## src/rtl/issue_scheduler.sv

```systemverilog
// Instruction queue between fetcher and decoder: buffers {instr, pc} pairs and issues one per
// cycle, in order, when the ROB and the target unit (RS or LSB) can accept it.
module issue_scheduler #(
    parameter int unsigned DEPTH_LOG = 4
) (
    input  logic                 clk,
    input  logic                 rst,
    input  logic                 rdy,
    input  logic                 in_fetch_valid,
    input  logic [31:0]          in_fetch_instr,
    input  logic [31:0]          in_fetch_pc,
    output logic                 out_fetch_ready,
    input  logic                 in_rob_full,
    input  logic                 in_rs_full,
    input  logic                 in_lsb_full,
    input  logic                 in_flush,
    output logic                 out_dec_valid,
    output logic [31:0]          out_dec_instr,
    output logic [31:0]          out_dec_pc,
    output logic [DEPTH_LOG:0]   out_count
);

    localparam int unsigned Depth = 1 << DEPTH_LOG;
    localparam logic [DEPTH_LOG:0] DepthCnt = {1'b1, {DEPTH_LOG{1'b0}}};

    typedef enum logic [0:0] {StRun, StFlush} state_e;

    state_e                 state_q, state_d;
    logic [DEPTH_LOG-1:0]   head_q, head_d;
    logic [DEPTH_LOG-1:0]   tail_q, tail_d;
    logic [DEPTH_LOG:0]     count_q, count_d;
    logic                   dec_valid_q, dec_valid_d;
    logic [31:0]            dec_instr_q, dec_instr_d;
    logic [31:0]            dec_pc_q, dec_pc_d;

    logic [63:0]            mem_q [Depth];
    logic [63:0]            head_entry;
    logic [6:0]             head_op;
    logic                   is_lsb, is_rs;
    logic                   push, pop, issue_ok;

    assign head_entry      = mem_q[head_q];
    assign head_op         = head_entry[6:0];
    assign out_fetch_ready = (state_q == StRun) && (count_q != DepthCnt);

    always_comb begin
        is_lsb = 1'b0;
        is_rs  = 1'b0;
        unique case (head_op)
            7'b0000011, 7'b0100011: is_lsb = 1'b1;
            7'b0110111, 7'b0010111, 7'b1101111, 7'b1100111,
            7'b1100011, 7'b0010011, 7'b0110011: is_rs = 1'b1;
            default: ;
        endcase
    end

    // Illegal opcodes are popped without issuing, so they never block the queue.
    assign issue_ok = (state_q == StRun) && (count_q != '0) &&
                      ((!is_lsb && !is_rs) ||
                       (is_lsb && !in_rob_full && !in_lsb_full) ||
                       (is_rs && !in_rob_full && !in_rs_full));

    always_comb begin
        state_d     = state_q;
        head_d      = head_q;
        tail_d      = tail_q;
        count_d     = count_q;
        dec_valid_d = 1'b0;
        dec_instr_d = '0;
        dec_pc_d    = '0;
        push        = 1'b0;
        pop         = 1'b0;
        if (in_flush) begin
            state_d = StFlush;
            head_d  = '0;
            tail_d  = '0;
            count_d = '0;
        end else if (rdy) begin
            if (state_q == StFlush) begin
                state_d = StRun;
            end
            push = in_fetch_valid && out_fetch_ready;
            pop  = issue_ok;
            if (pop) begin
                head_d = head_q + 1'b1;
                if (is_lsb || is_rs) begin
                    dec_valid_d = 1'b1;
                    dec_instr_d = head_entry[31:0];
                    dec_pc_d    = head_entry[63:32];
                end
            end
            if (push) begin
                tail_d = tail_q + 1'b1;
            end
            if (push && !pop) begin
                count_d = count_q + 1'b1;
            end else if (pop && !push) begin
                count_d = count_q - 1'b1;
            end
        end
    end

    always_ff @(posedge clk) begin
        if (!rst) begin
            state_q     <= StRun;
            head_q      <= '0;
            tail_q      <= '0;
            count_q     <= '0;
            dec_valid_q <= 1'b0;
            dec_instr_q <= '0;
            dec_pc_q    <= '0;
        end else begin
            state_q     <= state_d;
            head_q      <= head_d;
            tail_q      <= tail_d;
            count_q     <= count_d;
            dec_valid_q <= dec_valid_d;
            dec_instr_q <= dec_instr_d;
            dec_pc_q    <= dec_pc_d;
        end
    end

    // Storage needs no reset; only entries between head and tail are ever read out.
    always_ff @(posedge clk) begin
        if (rst && push) begin
            mem_q[tail_q] <= {in_fetch_pc, in_fetch_instr};
        end
    end

    assign out_dec_valid = dec_valid_q;
    assign out_dec_instr = dec_instr_q;
    assign out_dec_pc    = dec_pc_q;
    assign out_count     = count_q;

endmodule

```

## config.mk

```make
export PLATFORM = sky130hd
export DESIGN_NAME = issue_scheduler
export DESIGN_NICKNAME = d
export VERILOG_FILES = /design/src/rtl/issue_scheduler.sv
export SDC_FILE = /design/constraint.sdc
export NUM_CORES = 1
export LEC_CHECK = 0
export BUFFER_PORTS_ARGS = -buffer_cell sky130_fd_sc_hd__buf_2
export CAP_MARGIN = 20
export CORE_UTILIZATION = 55
export CTS_CLUSTER_SIZE = 30
export DETAILED_ROUTE_END_ITERATION = 10
export HOLD_SLACK_MARGIN = 0.15
export PLACE_DENSITY = 0.72
export RECOVER_POWER = 25
export SLEW_MARGIN = 10
export SYNTH_ARGS = -nofsm -noshare
export SYNTH_HDL_FRONTEND = slang
export SYNTH_SLANG_ARGS = --single-unit
export TNS_END_PERCENT = 100
```

## constraint.sdc

```tcl
create_clock -name clk -period 9.1 [get_ports clk]
set_input_delay 1.365 -clock clk [delete_from_list [all_inputs] [get_ports clk]]
set_output_delay 1.365 -clock clk [all_outputs]
set_load 0.005 [all_outputs]
```

# Word level (Yosys, flattened, before mapping)
# Memories as Yosys holds them, arrays and structs flattened. A register that Yosys moved wholly into a read port is not among the register bits.
# Index checks and enable logic that the tools add are counted.
# totals
reg_bits,79
ramBits,1024
in_bits,72
out_inout_bits,71
word_cells,73
memories,1
# mem_list
memory,depth,width,rd,rd_clocked_by_memory_dff,write_ports,line_no,rtl
mem_q,16,64,1,1,1,36,logic [63:0] mem_q [Depth];
# classes
mux,13
n_eq_ne,10
n_addsub,4
reduce_logical,33
bitwise,5
# op_table
operator,n
"== test 7 x 6 -> 1 bit, second input constant",3
"== test 7 bit, second input constant",3
"== test 7 x 5 -> 1 bit, second input constant",2
logical AND 1 bit,12
two-way mux 5 bit,2
two-way mux 1 bit,9
"adder 4 x 1 -> 4 bit, second input constant",2
two-way mux 4 bit,2
"== test 7 x 2 -> 1 bit, second input constant",1
zero test 1 bit,7
OR reduction 7 bit,1
AND reduction 2 bit,3
"adder 5 x 1 -> 5 bit, second input constant",1
"!= test 5 bit, second input constant",1
inverter 1 bit,5
nonzero test 5 bit,1
OR reduction 5 bit,1
"subtractor 5 x 1 -> 5 bit, second input constant",1
nonzero test 2 bit,2
OR reduction 2 bit,2
OR reduction 4 bit,1
logical OR 1 bit,3

# Logic depth before layout (Yosys ltp)
# depth
word_depth,12
ltp_mapped,19

# Least setup slack after synthesis
# OpenSTA, ideal clock, no wires.
# synth_path
path_kind,input -> register
from,input rdy
to,"memory mem_q[15][0], enable pin"
n_path_buf,1
required_ps,8613
stages,4
arrival_time_ps,4616
setup_slack_ps,3997
path_cell_list,and3_1 clkbuf_1 nand2_1 nor2_1
# synth_via
elab_chain_cells,5
# synth_rtl
element,line_no,rtl
start: declaration,8,"input logic rdy,"
two-way mux 1 bit,78,end else if (rdy) begin
two-way mux 1 bit,73,if (in_flush) begin
logical AND 1 bit,125,if (rst && push) begin
two-way mux 1 bit,125,
two-way mux 1 bit (not written as such),126,"mem_q[tail_q] <= {in_fetch_pc, in_fetch_instr};"
end: declaration,36,
# Every way passes these cells.

==> flow_metrics.tcl <==
set metrics [dict create \
    hold_viol_final 0 \
    critPathCaptureType "flip-flop" \
    clk_path_buf_depth 3 \
    drc_errors 0 \
    die_h_um 275.4 \
    ys_seq_area_frac 0.7886 \
    rsz0062_at_grt "no" \
    via_per_inst 6.131 \
    yosysWarnings 0 \
    grtUsageTotal 0.2336 \
    dpl.cell_count 2784 \
    syn-cell-area_um2 41100 \
    synthCells 1729 \
    fp.coreArea_um2 73450 \
    grt_pass1_wl_um 127100 \
    fillers 4726 \
    final_design_area_no_fill_um2 46710 \
    synthMuxAreaShare 0.1698 \
    wire_per_inst_um 28.59 \
    synthTopCellsByCount "edfxtp_1, mux4_2, dfxtp_1" \
    path_class "reg2reg" \
    synth_area_leaders "edfxtp_1, mux4_2, dfxtp_1, nor2b_1, clkbuf_1" \
    drv_cap 0 \
    post_cts_buffers 0 \
    crit_required_ns 9.62 \
    synth.net_count 1811 \
    syn_area_per_cell_um2 23.77 \
    cts_tree "built" \
    ir_worst_vdd_uv 164.8 \
    final_nets 2018 \
    fp.dieArea_um2 75830 \
    synth-seq-cells 1107 \
    rows 99 \
    clock_latency_ns 0.66 \
    post_cts_resized 0 \
    period_share 0.5970 \
    drive_gt1_frac 0.3076 \
    clkTransAtPathRegs_ns 0.07 \
    skew_ns 0.02065 \
    initial_core_util 0.5596 \
    final_core_utilization 0.6359 \
    synth_top_family_by_area "multiplexers" \
    drtAntennaViolNets 0 \
    place.gp.congestion 0.7931 \
    overflow 0 \
    port_buffers 142 \
    max-slew-margin-rel 0.2776 \
    vias 18350 \
    synthSimpleGateAreaFrac 0.02097 \
    cp.arrival_ns 5.96 \
    fin_crit_ns 5.433 \
    yosys_most_used_dff "edfxtp_1" \
    synth_most_common_cell "edfxtp_1" \
    status "finished clean" \
    antenna_found_initial 5 \
    powerDensity_nw_per_um2 220.3 \
    dp_hpwl_um 42610 \
    p_leak_nw 14.47 \
    cts.sinks 1107 \
    slew_viol_final 0 \
    clock_tree.root_cell "clkbuf_16" \
    synth_top_area_cell "edfxtp_1" \
    htreeDepth 3 \
    hold_start "head_q[3]$_SDFFE_PP0P_" \
    synth_top_area_share 0.7481 \
    synthAdderAreaFrac 0.003227 \
    power_mw 10.29 \
    area_delta_synth_final_pct 13.64 \
    tightest_slew_ns 1.081 \
    crit_path_max_fanout 48 \
    grt_pass1_vias 19480 \
    grt_max_degree 154 \
    synth_xor_area_frac 0.001705 \
    place_area_um2 43100 \
    routed_wl_um 85570 \
    synth-compound-area-share 0.006210 \
    hold_class "reg2reg" \
    async_flop_share 0 \
    layoutNonFillerInstCount 2993 \
    dr.pass1.iters 6 \
    hold_buffers 0 \
    setup_viol 0 \
    num_io_pins 143 \
    max_freq_mhz 184.1 \
    cp-start-kind "flip-flop" \
    drtIter0Drc 1912 \
    synth_edf_count 1024 \
    fin_tns_setup_ns 0 \
    die_x_um 275.4 \
    cts_buffers 109 \
    yosysUniqueCellTypes 52 \
]
==> final timing paths <==
kind	depth (start not counted)	to	slack, ns
worst max-delay path	17	out_count[4]$_SDFFE_PP0P_	3.67
worst max register to register	17	out_count[4]$_SDFFE_PP0P_	3.67
worst min register to register	2	flip-flop	0.53
worst min-delay path	2	flip-flop	0.53
==> cell type report <==
class                   count  area, um2  area share
clock inverters            56      581.8     0.01246
multi-input cells         529       8431      0.1805
repair buffers            180      952.2     0.02039
inverters                   9      33.78   0.0007233
diodes                      2      5.005   0.0001072
flip-flops and latches   1107      32430      0.6942
well taps                 959       1200     0.02569
clock buffers             151       3078     0.06590
==> critical path, stage by stage (launching register included) <==
cell and delay [ns]:
dfxtp_4 0.78, buf_4 0.82, mux4_1 0.64, nand2_1 0.14, nand4_2 0.13, a311o_1 0.32, o311a_1 0.33, o32a_1 0.42
nand2b_1 0.18, ha_1 0.19, inv_1 0.17, ha_1 0.31, a21o_1 0.20, a21oi_1 0.21, xnor2_1 0.14, nand2_1 0.08
xnor2_1 0.16, nor2_1 0.05
==> stage by stage <==
step | setup slack (ns) | hold slack (ns)
6_report | 3.667 | 0.5294
4_1_cts | 3.650 | 0.5280
5_1_grt | 3.317 | 0.5422
3_3_place_gp | 3.709 | 0.4814
3_5_place_dp | 3.675 | 0.5190
2_1_floorplan | 3.997 | 0.4587
==> kinds of logic (layout without fill, tap and decap cells) <==
family | after synthesis | after routing
flops | 1107 | 1107
mux | 315 | 315
simple gates | 160 | 160
buf+inv | 93 | 396
compound gates | 36 | 36
fa+ha+maj | 10 | 10
xor+xnor | 8 | 8
other cells | 0 | 2
==> flip-flops by register name, summed over array words and instances, names as in the netlist, named ones only <==
register       flops
out_dec_pc        32
out_count          5
head_q             4
tail_q             4
state_q            1
out_dec_instr     32
out_dec_valid      1
mem_q           1024
==> metal layers <==
metal	track usage	vias to the layer above	routed length [um]
met4	0.06688	10	1881
met3	0.03697	140	5474
met2	0.3969	673	44230
met1	0.3170	9793	33930
met5	0	-	57
li1	-	7735	-
==> power breakdown <==
group	total (mW)	switching, mW	leakage [nW]	internal, mW
logic	0.209	0.122	2.81	0.0872
clock network	4.52	1.84	1.78	2.68
registers	5.57	0.00757	9.88	5.56
total	10.3	1.97	14.5	8.32
==> placed cells by master, fill, tap and decap left out, drive strengths merged, types with 3 or more instances in the layout <==
master	synthesis	final
a21oi	6	6
a22oi	3	3
a31oi	4	4
and3	8	8
buf	32	135
bufinv	0	11
clkbuf	52	196
clkinv	0	34
clkinvlp	0	6
dfxtp	83	83
edfxtp	1024	1024
ha	9	9
inv	9	14
mux2i	9	9
mux4	304	304
nand2	23	23
nand2b	5	5
nand3	10	10
nand4	4	4
nor2	33	33
nor2b	63	63
o2111ai	3	3
o211ai	4	4
o21ai	4	4
or3	3	3
xnor2	6	6
No activity file was read; power rests on OpenSTA's default activity.
